==> config.mk <==
export PLATFORM = sky130hd
export DESIGN_NAME = hazard_stall_unit
export DESIGN_NICKNAME = d
export VERILOG_FILES = /design/src/rtl/hazard_stall_unit.sv
export SDC_FILE = /design/constraint.sdc
export NUM_CORES = 1
export LEC_CHECK = 0
export ABC_CLOCK_PERIOD_IN_PS = 2500
export CAP_MARGIN = 20
export CORE_MARGIN = 5
export CORE_UTILIZATION = 32
export DETAILED_ROUTE_END_ITERATION = 8
export PLACE_DENSITY = 0.95
export SLEW_MARGIN = 20
export SYNTH_ARGS = -nofsm -noshare
export SYNTH_HDL_FRONTEND = slang
export SYNTH_SLANG_ARGS = --single-unit
==> constraint.sdc <==
create_clock -name clk -period 2.5 [get_ports clk]
set_input_delay 0.375 -clock clk [delete_from_list [all_inputs] [get_ports clk]]
set_output_delay 0.375 -clock clk [all_outputs]
set_load 0.005 [all_outputs]
==> src/rtl/hazard_stall_unit.sv <==
// Hazard/stall controller beside the ID stage: load-use and branch-compare stalls, taken-branch IF/ID flush.
// Optional HAZARD_STATS_EN adds saturating stall/flush statistics counters.
module hazard_stall_unit #(
    parameter int CNT_W = 16
) (
    input  logic             clk,
    input  logic             rst_n,
    input  logic [4:0]       Rs_ID,
    input  logic [4:0]       Rt_ID,
    input  logic             uses_rt_ID,
    input  logic             branch,
    input  logic             branch_taken,
    input  logic             memread_IDEX,
    input  logic             regwrite_IDEX,
    input  logic [4:0]       Rd_IDEX,
    input  logic             memread_EXMEM,
    input  logic [4:0]       Rd_EXMEM,
    output logic             pc_write,
    output logic             ifid_write,
    output logic             idex_bubble,
    output logic             ifid_flush,
    output logic [CNT_W-1:0] stall_cycles,
    output logic [CNT_W-1:0] flush_count
);

    typedef enum logic {S_RUN = 1'b0, S_HOLD = 1'b1} state_t;

    state_t     r_state;
    state_t     w_state_nxt;
    logic       r_cnt;
    logic       w_cnt_nxt;
    logic       w_m_ex;
    logic       w_m_mem;
    logic [1:0] w_need;
    logic       w_in_hold;
    logic       w_stall;
    logic       w_flush;

    assign w_m_ex  = (Rd_IDEX != 5'd0) &&
                     ((Rd_IDEX == Rs_ID) || (uses_rt_ID && (Rd_IDEX == Rt_ID)));
    assign w_m_mem = (Rd_EXMEM != 5'd0) &&
                     ((Rd_EXMEM == Rs_ID) || (uses_rt_ID && (Rd_EXMEM == Rt_ID)));

    // First matching rule wins; a load in EX feeding a branch needs two cycles.
    always_comb begin
        w_need = 2'd0;
        if (branch && memread_IDEX && w_m_ex)
            w_need = 2'd2;
        else if (branch && memread_EXMEM && w_m_mem)
            w_need = 2'd1;
        else if (branch && regwrite_IDEX && w_m_ex)
            w_need = 2'd1;
        else if (memread_IDEX && w_m_ex)
            w_need = 2'd1;
    end

    always_ff @(posedge clk) begin
        if (!rst_n) begin
            r_state <= S_RUN;
            r_cnt   <= 1'b0;
        end else begin
            r_state <= w_state_nxt;
            r_cnt   <= w_cnt_nxt;
        end
    end

    always_comb begin
        w_state_nxt = r_state;
        w_cnt_nxt   = r_cnt;
        case (r_state)
            S_RUN: begin
                if (w_need == 2'd2) begin
                    w_state_nxt = S_HOLD;
                    w_cnt_nxt   = 1'b1;
                end
            end
            S_HOLD: begin
                w_cnt_nxt = r_cnt - 1'b1;
                if (w_cnt_nxt == 1'b0)
                    w_state_nxt = S_RUN;
            end
            default: begin
                w_state_nxt = S_RUN;
                w_cnt_nxt   = 1'b0;
            end
        endcase
    end

    // While reset is held the RUN rules apply, so a pending HOLD never forces a stall.
    always_comb begin
        w_in_hold   = (r_state == S_HOLD) && rst_n;
        w_stall     = w_in_hold || (w_need != 2'd0);
        w_flush     = branch && branch_taken && !w_stall;
        pc_write    = !w_stall;
        ifid_write  = !w_stall;
        idex_bubble = w_stall;
        ifid_flush  = w_flush;
    end

`ifdef HAZARD_STATS_EN
    logic [CNT_W-1:0] r_stall_cycles;
    logic [CNT_W-1:0] r_flush_count;

    always_ff @(posedge clk) begin
        if (!rst_n) begin
            r_stall_cycles <= '0;
            r_flush_count  <= '0;
        end else begin
            if (w_stall && (r_stall_cycles != {CNT_W{1'b1}}))
                r_stall_cycles <= r_stall_cycles + CNT_W'(1);
            if (w_flush && (r_flush_count != {CNT_W{1'b1}}))
                r_flush_count <= r_flush_count + CNT_W'(1);
        end
    end

    assign stall_cycles = r_stall_cycles;
    assign flush_count  = r_flush_count;
`else
    assign stall_cycles = '0;
    assign flush_count  = '0;
`endif

endmodule
==> qor.txt <==
Setup TNS = 0 ns
Worst reg2reg setup slack = 1.69 ns
Worst-path cell chain = dlygate4sd2_1, xor2_1, nor4_2, a32oi_2, buf_4, o32ai_2, nor3_1, dlygate4sd2_1
Skew final = 0.00418 ns
PnR worst setup slack = 0.0675 ns
Comb pwr share = 0.548
Die area = 3070 um^2
Worst VDD drop = 0.000152 V
Placement Setup Slack = -0.440 ns
Die H = 55.4 um
Final Routed Wirelength = 1900 um
TritonRoute pass-1 iters = 4
Hold Path Class = register to register
Crit-path leading delay family = buffers and inverters
CTS tree = done
Multi-input logic area = 526 um^2
Slowest cell on crit path = nor4_2
Clock share of power = 0.307
Sw frac = 0.353
Final net count = 161
Antenna violations before repair = 0
Post-route ant nets = 0
Fin crit period = 2.43 ns
Worst skew pair latency = 0.22 ns
Seq pwr share = 0.145
CTS Sinks = 2
I/O Pins = 64
Top fanout value on the critical path = 3
WS Path Type = input port to primary output
Pint = 150 uW
PwrDens = 236 nW/um^2
Cts hold-fix bufs = 0
Clock transition at path regs = 0.03 ns
Vias in the first global route = 683
Vias = 650
Power, Total = 233 uW
Achievable Freq = 411 MHz
Fin. max-slew vios = 0
Distinct cell type count after synthesis = 22
Asr flop ratio synth = 0
P&R area growth vs syn = 49.3%
Root Buffer = clkbuf_4
H-tree depth = 1
HPWL after DPL = 1550 um
DRC violations left = 0
DRT iter0 DRCs = 5
Synth Area per Inst = 7.41 um^2
Design area = 985 um^2
Port Buf Inserts = 31
Ys Warns = 0
RSZ-0062 raised after global routing = yes
Sw Pwr = 82.2 uW
Largest net degree at the start of global routing = 6
Part of the Yosys area used for sequential elements = 0.0607
Number of synthesized flops with an enable pin = 0
Placed cell area = 917 um^2
Row count = 16
Fraction of layout cells with a size suffix above 1 = 0.168
Synthesized cell area = 659 um^2
Routability Congestion = 0.800
Core ar. = 1960 um^2
Synth Instances = 89
Number of inserted diodes = 0
Die width = 55.4 um
Leakage Power = 0.519 nW
Setup crit end kind = primary output
Status = finished, final reports clean
Worst path max stage delay = 0.30 ns
Endpoints failing setup = 0
Vias per cell = 4.11
WP data required = 2.12 ns
First-pass GRT wire length = 2960 um
Most frequent CP cell = dlygate4sd2_1
Clock tree buffer depth = 2
FILL cells = 211
Post-DR wirelength/cell = 12.0 um
Cts bufs inserted = 3
Synth Register Bits = 2
Total track usage = 0.117
Fin. Hold Viols = 0
Remaining global-route overflow = 0
Register area = 40.0 um^2
Top FF cell, synth = dfxtp_1
Worst path arrival time = 2.06 ns
Critical path launch point type = input port
Max cap viols = 0
Critical path buffers and inverters = 3
Final worst path period share = 0.973
Initial Util = 0.336
## power groups by stage
stage / Clock (mW) / Sequential (mW) / Combinational [mW]
after global placement: 0 / 0.0340 / 0.123
after floorplan: 0 / 0.0339 / 0.0865
after CTS: 0.0768 / 0.0337 / 0.124
after global routing: 0.0801 / 0.0338 / 0.139
final: 0.0715 / 0.0337 / 0.127
after detailed placement: 0 / 0.0341 / 0.126
## flip-flops by register name (all words and copies together) (netlist names)
signal and flops:
r_cnt 1, r_state 1
## tightest hold or removal path, cell delays in order (launching register included)
cell     delay (ns)
dfxtp_1        0.31
nand2_1        0.06
and3_1         0.14
## per-stage QoR
| stage | cells | hold WS (ns) | util |
|---|---|---|---|
| after detailed placement | 151 | 0.543 | 0.467 |
| final | 158 | 0.547 | 0.502 |
| after global routing | 158 | 0.583 | 0.502 |
| after global placement | 151 | 0.518 | 0.467 |
| after CTS | 157 | 0.550 | 0.494 |
| after floorplan | 120 | 0.501 | - |
## kinds of logic after synthesis
kind of cell / share of synthesized area
buffers and inverters: 0.381
AND/OR/NAND/NOR: 0.169
XOR/XNOR: 0.266
AO/OA/AOI/OAI: 0.118
flip-flops: 0.0607
other: 0.00569
## path summary, 6_finish.rpt
| kind | from | end | depth (start not counted) |
|---|---|---|---|
| worst max-delay path | Rt_ID[4] | ifid_flush | 8 |
| worst max register to register | r_state$_SDFF_PN0_ | r_state$_SDFF_PN0_ | 2 |
| worst min register to register | r_cnt$_SDFFE_PN0P_ | r_cnt$_SDFFE_PN0P_ | 2 |
| worst min-delay path | r_cnt$_SDFFE_PN0P_ | r_cnt$_SDFFE_PN0P_ | 2 |
## what timing repair did
action | CTS | global route
pin swaps | 7 | 5
setup endpoints to repair | 4 | 4
setup buffers | 3 | 1
gates resized for setup | 33 | 3
## synth_stat cells, types with 2 or more instances
| cell | number | area (um^2) |
|---|---|---|
| a32oi_1 | 2 | 17.5 |
| buf_4 | 33 | 248 |
| dfxtp_1 | 2 | 40.0 |
| nand2_1 | 6 | 22.5 |
| nor2_1 | 7 | 26.3 |
| nor3_1 | 4 | 20.0 |
| nor4_1 | 2 | 12.5 |
| xnor2_1 | 2 | 17.5 |
| xor2_1 | 18 | 158 |
## metal layers
layer,up-vias,routed length [um],global-route usage
li1,319,-,-
met1,292,618,0.108
met2,37,1080,0.238
met3,2,202,0.0396
met4,0,6,0.0313
met5,-,0,0
## layout make-up
class                   count  area share
multi-input cells          84       0.534
flip-flops and latches      2      0.0407
inverters                   1     0.00381
well taps                  27      0.0343
repair buffers             41       0.365
clock buffers               3      0.0229
## placed cells by master (no fill, tap or decap), types with 3 or more instances in the layout
master and n:
conb_1 32, nor3_1 4, dlygate4sd2_1 19, clkbuf_4 3, buf_4 10, nor2_1 7
clkdlybuf4s50_1 7, dlymetal6s2s_1 3, xor2_1 18, nand2_1 6
(Power assumes the default switching activity.)
